**src/rtl/pixel_stream_source.sv**
```systemverilog
// Streams a WIDTH x HEIGHT greyscale frame from a 1-cycle-latency frame-buffer read port
// onto an AXI4-Stream master, with tuser marking end-of-line and tlast marking end-of-frame.
module pixel_stream_source #(
    parameter int unsigned DATA_WIDTH             = 8,
    parameter int unsigned IMAGE_WIDTH_SIZE       = 512,
    parameter int unsigned IMAGE_WIDTH_LOG2_SIZE  = 9,
    parameter int unsigned IMAGE_HEIGHT_SIZE      = 512,
    parameter int unsigned IMAGE_HEIGHT_LOG2_SIZE = 9,
    parameter int unsigned ADDR_WIDTH             = 18
) (
    input  logic                  clk_i,
    input  logic                  rst_ni,
    input  logic                  start_i,
    output logic                  busy_o,
    output logic                  done_o,
    output logic                  mem_rd_en_o,
    output logic [ADDR_WIDTH-1:0] mem_rd_addr_o,
    input  logic [DATA_WIDTH-1:0] mem_rd_data_i,
    output logic                  m_axis_tvalid_o,
    output logic [DATA_WIDTH-1:0] m_axis_tdata_o,
    input  logic                  m_axis_tready_i,
    output logic                  m_axis_tuser_o,
    output logic                  m_axis_tlast_o
);

    localparam int unsigned NumPix = IMAGE_WIDTH_SIZE * IMAGE_HEIGHT_SIZE;
    localparam int unsigned EntryW = DATA_WIDTH + 2;
    localparam int unsigned ColW   = IMAGE_WIDTH_LOG2_SIZE;
    localparam int unsigned RowW   = IMAGE_HEIGHT_LOG2_SIZE;

    localparam logic [ADDR_WIDTH-1:0] LastAddr = ADDR_WIDTH'(NumPix - 1);
    localparam logic [ColW-1:0]       LastCol  = ColW'(IMAGE_WIDTH_SIZE - 1);
    localparam logic [RowW-1:0]       LastRow  = RowW'(IMAGE_HEIGHT_SIZE - 1);

    typedef enum logic [1:0] {StIdle, StStream, StDrain, StDone} state_e;

    state_e state_q, state_d;

    logic [ADDR_WIDTH-1:0] addr_q;
    logic [ColW-1:0]       col_q;
    logic [RowW-1:0]       row_q;

    // One-cycle tag pipeline that travels alongside each outstanding read.
    logic rd_vld_q, rd_user_q, rd_last_q;

    logic [EntryW-1:0] fifo_q [0:2];
    logic [1:0]        wr_ptr_q, rd_ptr_q, count_q;

    logic issue, push, pop, eol, eof, last_issue;
    logic [EntryW-1:0] head;

    function automatic logic [1:0] ptr_inc(input logic [1:0] p);
        return (p == 2'd2) ? 2'd0 : p + 2'd1;
    endfunction

    // Registered occupancy only, so tready never reaches mem_rd_en combinationally.
    assign issue      = (state_q == StStream) &&
                        (({1'b0, count_q} + {2'b00, rd_vld_q}) < 3'd3);
    assign push       = rd_vld_q;
    assign pop        = (count_q != 2'd0) && m_axis_tready_i;
    assign eol        = (col_q == LastCol);
    assign eof        = eol && (row_q == LastRow);
    assign last_issue = issue && (addr_q == LastAddr);

    always_ff @(posedge clk_i or negedge rst_ni) begin
        if (!rst_ni) begin
            state_q <= StIdle;
        end else begin
            state_q <= state_d;
        end
    end

    always_comb begin
        state_d = state_q;
        case (state_q)
            StIdle:   if (start_i) state_d = StStream;
            StStream: if (last_issue) state_d = StDrain;
            // Leave as the final beat hands off so done lands the cycle after tlast.
            StDrain:  if (!rd_vld_q && ((count_q == 2'd0) || ((count_q == 2'd1) && pop)))
                          state_d = StDone;
            StDone:   state_d = StIdle;
            default:  state_d = StIdle;
        endcase
    end

    always_comb begin
        busy_o      = (state_q == StStream) || (state_q == StDrain);
        done_o      = (state_q == StDone);
        mem_rd_en_o = issue;
    end

    always_ff @(posedge clk_i or negedge rst_ni) begin
        if (!rst_ni) begin
            addr_q    <= '0;
            col_q     <= '0;
            row_q     <= '0;
            rd_vld_q  <= 1'b0;
            rd_user_q <= 1'b0;
            rd_last_q <= 1'b0;
        end else begin
            if ((state_q == StIdle) && start_i) begin
                addr_q <= '0;
                col_q  <= '0;
                row_q  <= '0;
            end else if (issue) begin
                addr_q <= addr_q + 1'b1;
                if (eol) begin
                    col_q <= '0;
                    row_q <= row_q + 1'b1;
                end else begin
                    col_q <= col_q + 1'b1;
                end
            end
            rd_vld_q  <= issue;
            rd_user_q <= eol;
            rd_last_q <= eof;
        end
    end

    always_ff @(posedge clk_i or negedge rst_ni) begin
        if (!rst_ni) begin
            for (int i = 0; i < 3; i++) fifo_q[i] <= '0;
            wr_ptr_q <= 2'd0;
            rd_ptr_q <= 2'd0;
            count_q  <= 2'd0;
        end else begin
            if (push) begin
                fifo_q[wr_ptr_q] <= {mem_rd_data_i, rd_user_q, rd_last_q};
                wr_ptr_q         <= ptr_inc(wr_ptr_q);
            end
            if (pop) rd_ptr_q <= ptr_inc(rd_ptr_q);
            case ({push, pop})
                2'b10:   count_q <= count_q + 2'd1;
                2'b01:   count_q <= count_q - 2'd1;
                default: count_q <= count_q;
            endcase
        end
    end

    assign head            = fifo_q[rd_ptr_q];
    assign m_axis_tvalid_o = (count_q != 2'd0);
    assign m_axis_tdata_o  = head[EntryW-1:2];
    assign m_axis_tuser_o  = head[1];
    assign m_axis_tlast_o  = head[0];
    assign mem_rd_addr_o   = addr_q;

endmodule

```
**config.mk**
```make
export PLATFORM = sky130hd
export DESIGN_NAME = pixel_stream_source
export DESIGN_NICKNAME = d
export VERILOG_FILES = /design/src/rtl/pixel_stream_source.sv
export SDC_FILE = /design/constraint.sdc
export NUM_CORES = 1
export LEC_CHECK = 0
export ABC_AREA = 1
export CORE_ASPECT_RATIO = 1.2
export CORE_MARGIN = 2
export CORE_UTILIZATION = 60
export DETAILED_ROUTE_END_ITERATION = 7
export PLACE_DENSITY_LB_ADDON = 0.05
export SYNTH_ARGS = -nofsm -noshare
export SYNTH_HDL_FRONTEND = slang
export SYNTH_SLANG_ARGS = --single-unit
```
**constraint.sdc**
```tcl
create_clock -name clk_i -period 4.98 [get_ports clk_i]
set_input_delay 1.494 -clock clk_i [delete_from_list [all_inputs] [get_ports clk_i]]
set_output_delay 1.494 -clock clk_i [all_outputs]
set_load 0.02 [all_outputs]
```
# After elaboration in Yosys (flattened, before gate mapping)
# Index checks and enable logic that the tools add are counted.
# classes
n_addsub	8
n_lt_le_gt_ge	4
eq_ne	14
muxes	21
bitwise	2
reduce_logical	19
# ops
op	count
two-way mux 9 bit	6
two-way mux 18 bit	2
bitwise mux 30 bit	1
two-way mux 10 bit	3
binary-select mux 10 bit (select 2 bit)	1
demux 10 bit (select 2 bit)	1
adder 18 x 1 -> 18 bit, second input constant	1
adder 9 x 1 -> 9 bit, second input constant	2
equality test 18 bit, second input constant	1
equality test 9 bit, second input constant	2
equality test 2 bit, second input constant	5
two-way mux 2 bit	5
logical AND 1 bit	8
one-hot mux 2 bit (4 select lines)	1
nonzero test 2 bit	4
adder 2 x 1 -> 2 bit, second input constant	3
equality test 2 x 1 -> 1 bit, second input constant	3
>= comparator 3 bit, second input constant	2
!= test 2 bit, second input constant	3
NOT 2 -> 3 bit	2
zero test 2 bit	2
one-hot mux 2 bit (2 select lines)	1
adder 2 x 1 -> 3 bit	1
less-than comparator 3 x 1 -> 1 bit, second input constant	1
6 further kinds	7
# totals
register_bits	77
in_bits	12
out_inout_bits	32

# Depth between registers and ports, before layout
# Gate-level depths: netlist (run 1).
# logic_depth
depth_word	7
mapped_depth	12
ltp_nobuf	12

# Worst setup path after synthesis (run 1)
# OpenSTA, ideal clock, no wires.
# synth_timing
path_type	register -> output
startpoint	register count_q[0]
endpoint	output port mem_rd_en_o
t_arrival_ps	1323
required_time_ps	3486
slack_ps	2163
path_stages_with_launch	6
n_path_buf	0
path_cell_list	dfrtp_1 > ha_1 > ha_1 > nand2_1 > nand3_4 > inv_1
# synth_between
elab_chain_len	3
# synth_lines
element	line_no	rtl
start, declared	47	logic [1:0] wr_ptr_q, rd_ptr_q, count_q;
start signal, assigned	133	2'b10: count_q <= count_q + 2'd1;
start signal, assigned	134	2'b01: count_q <= count_q - 2'd1;
start signal, assigned	135	default: count_q <= count_q;
adder 2 x 1 -> 3 bit	58	(({1'b0, count_q} + {2'b00, rd_vld_q}) < 3'd3);
less-than comparator 3 x 2 -> 1 bit	58	
logical AND 1 bit	57	assign issue = (state_q == StStream) &&
end, declared	16	output logic mem_rd_en_o,
# No other way between the ends.

# Worst setup path after layout (run 1)
# layout_timing
startpoint	register rd_vld_q, in the netlist push
endpoint	output port mem_rd_en_o
# layout_between
elab_chain_len	3
# layout_lines
element	line_no	rtl
start, declared	44	logic rd_vld_q, rd_user_q, rd_last_q;
start signal, assigned	114	rd_vld_q <= issue;
adder 2 x 1 -> 3 bit	58	
less-than comparator 3 x 2 -> 1 bit	58	
logical AND 1 bit	57	
# No other way between the ends.

==> run_results.csv, run 1 <==
group,metric,value,unit
timing,period_minus_slack,3.886,ns
global_route,grt_pass1_vias,3195,
yosys,netlist_instances,477,
run,maxCapViolCount,0,
clock_tree,ctsResizeCount,0,
route,firstDrtPassIters,4,
power_and_ir_drop,power_density,532.0,nW/um^2
power_and_ir_drop,total_power,2.453,mW
yosys,yosys.area.top_type,"dfrtp_1",
timing,worst_pin_slew,0.9665,ns
layout,antennaDiodeCount,0,
yosys,synth_xor_area_frac,0.01347,
layout,nNetsFinal,546,
yosys,synthFlopType,"dfrtp_1",
global_route,met3_usage,0.04971,
clock_tree,clk_latency,0.35,ns
placement,dp_hpwl,5441,um
floorplanning,core-area,6366,um^2
route,via_count,3201,
global_route,grt-busiest-layer,"met2",
clock_tree,htree_levels,3,
setup_path,path_max_fanout,8,
placement,pre_cts_ws,1.491,ns
layout,instances_no_fill,609,
yosys,yosys-top-cells-count,"nand2_1 (131), dfrtp_1 (77), nor2_1 (51)",
clock_tree,clkTransAtPathRegs,0.08,ns
timing,period_share,0.7804,
setup_path,critPathRequiredTime,3.49,ns
timing,setup_viol_count_final,0,
placement,port_buffers,43,
route,postRouteAntennaNets,0,
worst_hold_path,hold_path_class,"flip-flop to flip-flop",
yosys,synthTopCellsByArea,"dfrtp_1 (49%), nand2_1 (13%), o21ai_0 (5.6%)",
yosys,ys_ff_latch,77,
setup_path,crit_type,"flip-flop to primary output",
route,wl_per_cell,13.17,um
yosys,synth_top_family_by_area,"simple AND/OR/NAND/NOR gates",
floorplanning,die_x,77.60,um
clock_tree,clock_path_buffers,2,
route,routed_wl,8022,um
layout,post-route-util,0.7243,
timing,rsz0062_at_grt,"no",
yosys,yosysMostFrequentCell,"nand2_1",
layout,drive_gt1_frac,0.08397,
layout,nFillCells,493,
yosys,yosysTopAreaCellShare,0.4941,
yosys,avgSynthCellArea,8.176,um^2
yosys,yosys.area_share.simple,0.2724,
clock_tree,cts_root_buf,"clkbuf_8",
floorplanning,initial_core_util,0.6126,
floorplanning,die_area,7163,um^2
clock_tree,post_cts.repair.setup_buffers,0,
global_route,antenna_found_initial,0,
timing,tns,0,ns
layout,syn_to_final_growth,18.22,%
yosys,synth_compound_area_frac,0.1059,
route,drt_iter0_drc,159,
power_and_ir_drop,ir_drop,0.3158,mV
setup_path,critPathArrivalTime,2.39,ns
global_route,overflow,0,
global_route,grt_use_met2,0.4353,
global_route,grt_max_degree,78,
clock_tree,cts_tree,"done",
timing,final-max-slew-violation-count,0,
timing,layout_setup_ws,1.094,ns
route,viasPerCell,5.256,
yosys,synthAdderAreaFrac,0.04812,
setup_path,critPathCaptureType,"primary output",
power_and_ir_drop,power.leakage,2.220,nW
setup_path,start_kind,"flip-flop",
yosys,netlist_area,3900,um^2
timing,slew_headroom,0.3556,
timing,hold_violations,0,
timing,max_freq,0.2573,GHz
placement,dp.cells,593,
yosys,synthMuxAreaShare,0,
yosys,synth-edff-count,0,
clock_tree,cts.sinks,77,
yosys,yosysWarnings,0,
yosys,synth_nets,504,
yosys,synth.yosys.seq_area_share,0.4941,
placement,gp_congestion,0.7875,
clock_tree,cts_hold_buf,0,
yosys,async_flop_share,1.000,
floorplanning,ioPinCount,44,
global_route,use_met1,0.3107,
global_route,track_usage,0.2525,
yosys,synth.distinct_cells,33,
global_route,grt_pass1_wl,14320,um
timing,clock_skew,0.005632,ns
status,status,"finished, final reports clean",
floorplanning,die_h,92.32,um
route,post-route-drc-count,0,
clock_tree,cts_buffers,9,
floorplanning,num_rows,32,
-- flip-flops by register name (all words and copies together) (netlist names) --
register	cells
row_q	9
rd_ptr_q	2
state_q	2
rd_last_q	1
wr_ptr_q	2
col_q	9
fifo_q	30
rd_user_q	1
count_q	2
push	1
mem_rd_addr_o	18
-- critical path: stages (launching register included) --
cell and delay (ns):
dfrtp_1 0.45, ha_1 0.21, ha_1 0.26, nand2_1 0.11, nand3_4 0.15, inv_1 0.21, clkdlybuf4s50_1 0.64
-- stage by stage --
| step | instance area, um^2 | hold WS [ns] |
|---|---|---|
| floorplan | 3900 | 0.4483 |
| global placement | 4379 | 0.4632 |
| detailed placement | 4379 | 0.4739 |
| CTS | 4611 | 0.4952 |
| global route | 4611 | 0.5119 |
| finish | 4611 | 0.4928 |
-- cell type report --
type	count	area, um^2	share of cell area
clock inverter	6	93.84	0.02035
clock buffer	10	137.6	0.02985
inverter	54	202.7	0.04396
sequential	77	1927	0.4179
multi-input combinational	334	1715	0.3721
tap	85	106.4	0.02307
timing repair buffer	43	427.9	0.09281
-- kinds of logic (layout without fill, tap and decap cells) --
group,count (synthesis),count (layout)
and+or+nand+nor,240,240
DFF,77,77
xor gates and xnor gates,6,6
buffers and inverters,66,113
AOI/OAI and AO/OA,73,73
adders and majority gates,15,15
-- layout by cell type (no fill, tap or decap) --
cell type	Yosys	final
clkinv_4	0	1
xnor2_1	4	4
a22o_1	1	1
a31oi_1	1	1
nand2_1	131	131
nor3_1	3	3
o31ai_1	1	1
nand3_2	1	1
bufinv_16	0	2
xor2_1	2	2
nand2_4	3	3
inv_2	5	5
nor2_2	5	5
inv_6	0	2
nand4_1	8	8
or2_2	1	1
buf_4	0	1
ha_1	15	15
o21ai_0	44	44
clkdlybuf4s50_1	0	42
inv_1	49	49
nor3b_1	1	1
dfrtp_1	77	77
a21oi_1	7	7
o31ai_2	1	1
clkbuf_8	0	10
o21bai_1	1	1
o21a_1	2	2
a22oi_1	9	9
nand3_1	25	25
nor2_4	4	4
nand3_4	1	1
o21ai_1	5	5
a211oi_1	1	1
nand2_2	6	6
clkinvlp_4	0	1
nor2_1	51	51
-- metal layers --
metal | routed length [um] | share of wire | vias up
met5 | 0 | 0 | -
met4 | 131 | 0.016 | 0
met3 | 296 | 0.037 | 13
met2 | 4125 | 0.51 | 62
met1 | 3469 | 0.43 | 1513
li1 | - | - | 1613
-- worst paths after layout --
kind	cells after the start	slack [ns]	from	endpoint
max in group asynchronous	1	3.06	rst_ni	mem_rd_addr_o[5]
hold reg to reg	2	0.49	fifo_q[15]	fifo_q[15]
min in group asynchronous	1	1.25	rst_ni	fifo_q[9]
hold / removal	2	0.49	fifo_q[15]	fifo_q[15]
setup reg to reg	8	2.91	state_q[0]	row_q[0]
setup / recovery	6	1.09	push	mem_rd_en_o
-- where the power goes --
| part | switching, mW | leakage, nW | internal [mW] |
|---|---|---|---|
| sequential | 0.128 | 1.01 | 0.801 |
| combinational | 0.595 | 1.10 | 0.388 |
| clock | 0.242 | 0.113 | 0.300 |
| total | 0.964 | 2.22 | 1.49 |
Power figures use the tool's default switching activity.
==> run 2, diff against run 1 <==
CORE_UTILIZATION = 56   (was 60)
clock period = 3.9 ns   (was 4.98 ns; I/O delays follow)
==> run_results.csv, run 2 (same netlist as run 1, synthesis figures left out) <==
group,metric,value,unit
route,routed_wl,7843,um
clock_tree,cts_tree,"done",
timing,period_minus_slack,3.532,ns
power_and_ir_drop,switching_power,1.225,mW
global_route,grt_pass1_wl,13370,um
placement,dp.cells,596,
timing,setup_viol_count_final,0,
layout,multiInputGateArea,1715,um^2
layout,nFillCells,593,
placement,port_buffers,43,
setup_path,crit_top_cell,"ha_1",
route,wl_per_cell,12.82,um
floorplanning,die_area,7650,um^2
layout,mostFrequentLayoutCell,"nand2_1",
clock_tree,cts_buffers,9,
route,viasPerCell,5.183,
floorplanning,initial_core_util,0.5759,
layout,post-route-util,0.6844,
setup_path,path_cells,"ha_1 -> ha_1 -> nand2_1 -> nand3_4 -> inv_1 -> clkdlybuf4s50_1",
setup_path,cp_slowest_cell,"clkdlybuf4s50_1",
clock_tree,clock_path_buffers,2,
timing,slew_headroom,0.3639,
clock_tree,cts_hold_buf,0,
setup_path,critPathCaptureType,"primary output",
clock_tree,post_cts.repair.setup_buffers,0,
global_route,grt_pass1_vias,3008,
clock_tree,clk_latency,0.35,ns
clock_tree,htree_levels,3,
clock_tree,cts.sinks,77,
placement,dpl_cell_area,4389,um^2
power_and_ir_drop,power.leakage,2.236,nW
floorplanning,die_x,80.18,um
power_and_ir_drop,seqPwrFrac,0.373,
layout,layout.area.seq,1927,um^2
timing,tns,0,ns
global_route,grt_max_degree,78,
layout,antennaDiodeCount,0,
worst_hold_path,min_path_cells,2,
timing,final-max-slew-violation-count,0,
placement,dp_hpwl,5359,um
clock_tree,ctsResizeCount,0,
route,via_count,3172,
layout,instances_no_fill,612,
timing,clock_skew,0.008268,ns
layout,largest_reg_flops,30,
clock_tree,cts_root_buf,"clkbuf_8",
setup_path,crit_type,"flip-flop to primary output",
floorplanning,die_h,95.42,um
setup_path,critPathArrivalTime,2.36,ns
power_and_ir_drop,clkPwrFrac,0.231,
power_and_ir_drop,power_frac_comb,0.395,
route,post-route-drc-count,0,
layout,top_register,"fifo_q",
setup_path,reg2reg_depth,12,
run,maxCapViolCount,0,
setup_path,start_kind,"flip-flop",
clock_tree,clkTransAtPathRegs,0.08,ns
setup_path,critPathRequiredTime,2.73,ns
layout,nNetsFinal,547,
global_route,track_usage,0.2244,
global_route,antenna_found_initial,0,
timing,period_share,0.9057,
setup_path,path_max_fanout,8,
timing,max_freq,0.2831,GHz
route,firstDrtPassIters,5,
setup_path,max_stage_delay,0.64,ns
floorplanning,ioPinCount,44,
floorplanning,num_rows,33,
power_and_ir_drop,ir_drop,0.4378,mV
power_and_ir_drop,power_density,685.8,nW/um^2
setup_path,rr_startpoint,"col_q[0]",
worst_hold_path,hp-start,"fifo_q[1]",
status,status,"finished, final reports clean",
placement,gp_congestion,0.8287,
global_route,overflow,0,
route,postRouteAntennaNets,0,
timing,rsz0062_at_grt,"no",
setup_path,reg2reg_slack,1.79,ns
power_and_ir_drop,internal_power,1.953,mW
layout,final_cell_mix,"nand2_1 (131), dfrtp_1 (77), nor2_1 (51), inv_1 (49), o21ai_0 (44)",
power_and_ir_drop,swShare,0.3854,
timing,worst_pin_slew,0.9541,ns
floorplanning,core-area,6771,um^2
layout,syn_to_final_growth,18.83,%
layout,fin_area,4634,um^2
timing,hold_violations,0,
route,drt_iter0_drc,143,
worst_hold_path,hold_path_class,"flip-flop to flip-flop",
setup_path,startpoint,"push",
layout,drive_gt1_frac,0.08571,
==> run 2: changes by cell type in the layout (fill, tap and decap cells not counted) <==
cell        before  now
clkinvlp_4       1    0
clkbuf_8        10    9
bufinv_16        2    3
clkinv_4         1    2
inv_6            2    1
clkinv_2         0    1
buf_4            1    2
==> run 2: cell type report <==
class | instances | share of cell area
inverters | 54 | 0.04374
multi-input cells | 334 | 0.3701
repair buffers | 44 | 0.09395
well taps | 87 | 0.02349
flip-flops and latches | 77 | 0.4158
clock inverters | 7 | 0.02619
clock buffers | 9 | 0.02673
==> run 2: path summary, 6_finish.rpt <==
| kind | to |
|---|---|
| max reg2reg | row_q[0] |
| min reg2reg | fifo_q[1] |
| min | fifo_q[1] |
| max in group asynchronous | mem_rd_addr_o[5] |
| min in group asynchronous | fifo_q[9] |
| max | mem_rd_en_o |
==> run 2: power groups by stage <==
stage	clock network (mW)	registers, mW	logic [mW]
after global placement	0	1.19	1.24
after CTS	0.751	1.18	1.27
after global routing	0.782	1.21	1.42
after detailed placement	0	1.20	1.27
after floorplan	0	1.18	0.860
final	0.736	1.19	1.26
==> run 2: worst max-delay path, delay by kind of cell (launching register included) <==
kind,cells,cell delay (ns)
adder cells (fa/ha/maj),2,0.48
buffers and inverters,2,0.85
flip-flops,1,0.44
AND/OR/NAND/NOR,2,0.24
==> run 2: per-layer routing <==
| metal | wire length, um | track usage | share of wire | vias to the layer above |
|---|---|---|---|---|
| li1 | - | - | - | 1621 |
| met5 | 0 | 0 | 0 | - |
| met2 | 3886 | 0.3819 | 0.50 | 49 |
| met3 | 177 | 0.04072 | 0.023 | 8 |
| met4 | 80 | 0.07486 | 0.010 | 0 |
| met1 | 3698 | 0.2894 | 0.47 | 1494 |
==> run 2: metrics by stage <==
stage	worst slack, ns	hold slack, ns	total power, mW
final	0.3679	0.4890	3.178
after global routing	0.2159	0.5150	3.413
after CTS	0.3419	0.4960	3.208
after detailed placement	0.7405	0.4753	2.465
after global placement	0.7738	0.4614	2.425
after floorplan	1.407	0.4483	2.035
==> run 3, diff against run 2 <==
clock period = 3.83 ns   (was 3.9 ns; I/O delays follow)
==> run_results.csv, run 3 (same netlist as run 1, synthesis figures left out) <==
group,metric,value,unit
route,wl_per_cell,12.64,um
power_and_ir_drop,seqPwrFrac,0.381,
timing,hold_violations,0,
power_and_ir_drop,clkPwrFrac,0.209,
clock_tree,clk_latency,0.34,ns
route,post-route-drc-count,0,
setup_path,crit_type,"flip-flop to primary output",
floorplanning,die_h,95.42,um
layout,final_cell_mix,"nand2_1 (131), dfrtp_1 (77), nor2_1 (51), inv_1 (49), o21ai_0 (44)",
setup_path,start_kind,"flip-flop",
floorplanning,initial_core_util,0.5759,
setup_path,reg2reg_slack,1.77,ns
layout,post-route-util,0.6809,
clock_tree,post_cts.repair.setup_buffers,0,
clock_tree,cts_buffers,9,
layout,instances_no_fill,613,
layout,nNetsFinal,548,
timing,setup_viol_count_final,0,
placement,port_buffers,43,
timing,rsz0062_at_grt,"no",
clock_tree,ctsResizeCount,0,
setup_path,critPathCaptureType,"primary output",
layout,nFillCells,555,
placement,dp_hpwl,5339,um
floorplanning,die_x,80.18,um
floorplanning,core-area,6771,um^2
timing,slew_headroom,0.3670,
global_route,grt_max_degree,78,
layout,antennaDiodeCount,0,
clock_tree,htree_levels,3,
setup_path,path_max_fanout,8,
layout,syn_to_final_growth,18.22,%
layout,mostFrequentLayoutCell,"nand2_1",
global_route,overflow,0,
layout,fin_area,4611,um^2
placement,pre_cts_ws,0.7153,ns
timing,layout_setup_ws,0.3348,ns
setup_path,critPathRequiredTime,2.68,ns
power_and_ir_drop,total_power,3.161,mW
clock_tree,cts.sinks,77,
timing,clock_skew,0.007009,ns
placement,dp.cells,597,
global_route,antenna_found_initial,0,
floorplanning,ioPinCount,44,
clock_tree,clock_path_buffers,2,
floorplanning,die_area,7650,um^2
status,status,"finished, final reports clean",
power_and_ir_drop,power.leakage,2.224,nW
global_route,grt_pass1_vias,2993,
power_and_ir_drop,switching_power,1.232,mW
layout,drive_gt1_frac,0.08555,
route,firstDrtPassIters,4,
power_and_ir_drop,swShare,0.3896,
timing,period_minus_slack,3.495,ns
clock_tree,cts_hold_buf,0,
clock_tree,cts_tree,"done",
worst_hold_path,hold_path_class,"flip-flop to flip-flop",
route,postRouteAntennaNets,0,
route,drt_iter0_drc,111,
timing,tns,0,ns
route,viasPerCell,5.178,
power_and_ir_drop,power_density,685.7,nW/um^2
run,maxCapViolCount,0,
route,routed_wl,7749,um
floorplanning,num_rows,33,
setup_path,critPathArrivalTime,2.35,ns
route,via_count,3174,
placement,dpl_cell_area,4397,um^2
global_route,track_usage,0.2226,
global_route,grt_pass1_wl,13240,um
clock_tree,clkTransAtPathRegs,0.08,ns
power_and_ir_drop,internal_power,1.930,mW
power_and_ir_drop,ir_drop,0.4446,mV
layout,largest_reg_flops,30,
layout,top_register,"fifo_q",
timing,worst_pin_slew,0.9495,ns
timing,period_share,0.9126,
timing,max_freq,0.2861,GHz
placement,gp_congestion,0.8360,
clock_tree,cts_root_buf,"clkbuf_8",
timing,hold_ws,0.4930,ns
power_and_ir_drop,power_frac_comb,0.409,
timing,final-max-slew-violation-count,0,
-- run 3: cell count changes in the layout (fill, tap and decap cells not counted) --
cell / before / now
clkbuf_1: 0 / 1
buf_4: 2 / 3
clkinv_4: 2 / 0
clkinv_2: 1 / 2
bufinv_16: 3 / 2
clkinvlp_4: 0 / 1
-- run 3: cell type report --
type | count | area, um^2 | share of cell area
Multi-Input combinational cell | 334 | 1715 | 0.3721
Tap cell | 87 | 108.9 | 0.02361
Clock buffer | 10 | 127.6 | 0.02768
Timing Repair Buffer | 45 | 442.9 | 0.09607
Sequential cell | 77 | 1927 | 0.4179
Inverter | 54 | 202.7 | 0.04396
Clock inverter | 6 | 86.33 | 0.01872
-- run 3: path summary, 6_finish.rpt --
check	from	to	cells after the start
min	fifo_q[3]	fifo_q[3]	2
min reg2reg	fifo_q[3]	fifo_q[3]	2
max reg2reg	col_q[0]	row_q[0]	12
min in group asynchronous	rst_ni	fifo_q[25]	1
max in group asynchronous	rst_ni	mem_rd_addr_o[4]	1
max	push	mem_rd_en_o	6
-- run 3: per-layer routing --
layer  global-route usage  vias to the layer above  routed length [um]  part of all wire
li1                     -                     1612                   -                 -
met1               0.2859                     1497                3627              0.47
met2               0.3708                       57                3764              0.49
met3              0.03598                        8                 255             0.033
met4               0.1003                        0                 101             0.013
met5                    0                        -                   0                 0
-- run 3: worst max-delay path, stage by stage (launching register included) --
cell and delay (ns):
dfrtp_1 0.45, ha_1 0.21, ha_1 0.26, nand2_1 0.10
nand3_4 0.14, inv_1 0.21, clkdlybuf4s50_1 0.64
-- run 3: power by group through the flow --
| stage | clock network [mW] | registers, mW | logic (mW) |
|---|---|---|---|
| CTS | 0.686 | 1.20 | 1.31 |
| global route | 0.716 | 1.23 | 1.45 |
| finish | 0.662 | 1.20 | 1.29 |
| detailed placement | 0 | 1.22 | 1.30 |
| floorplan | 0 | 1.20 | 0.875 |
| global placement | 0 | 1.21 | 1.27 |
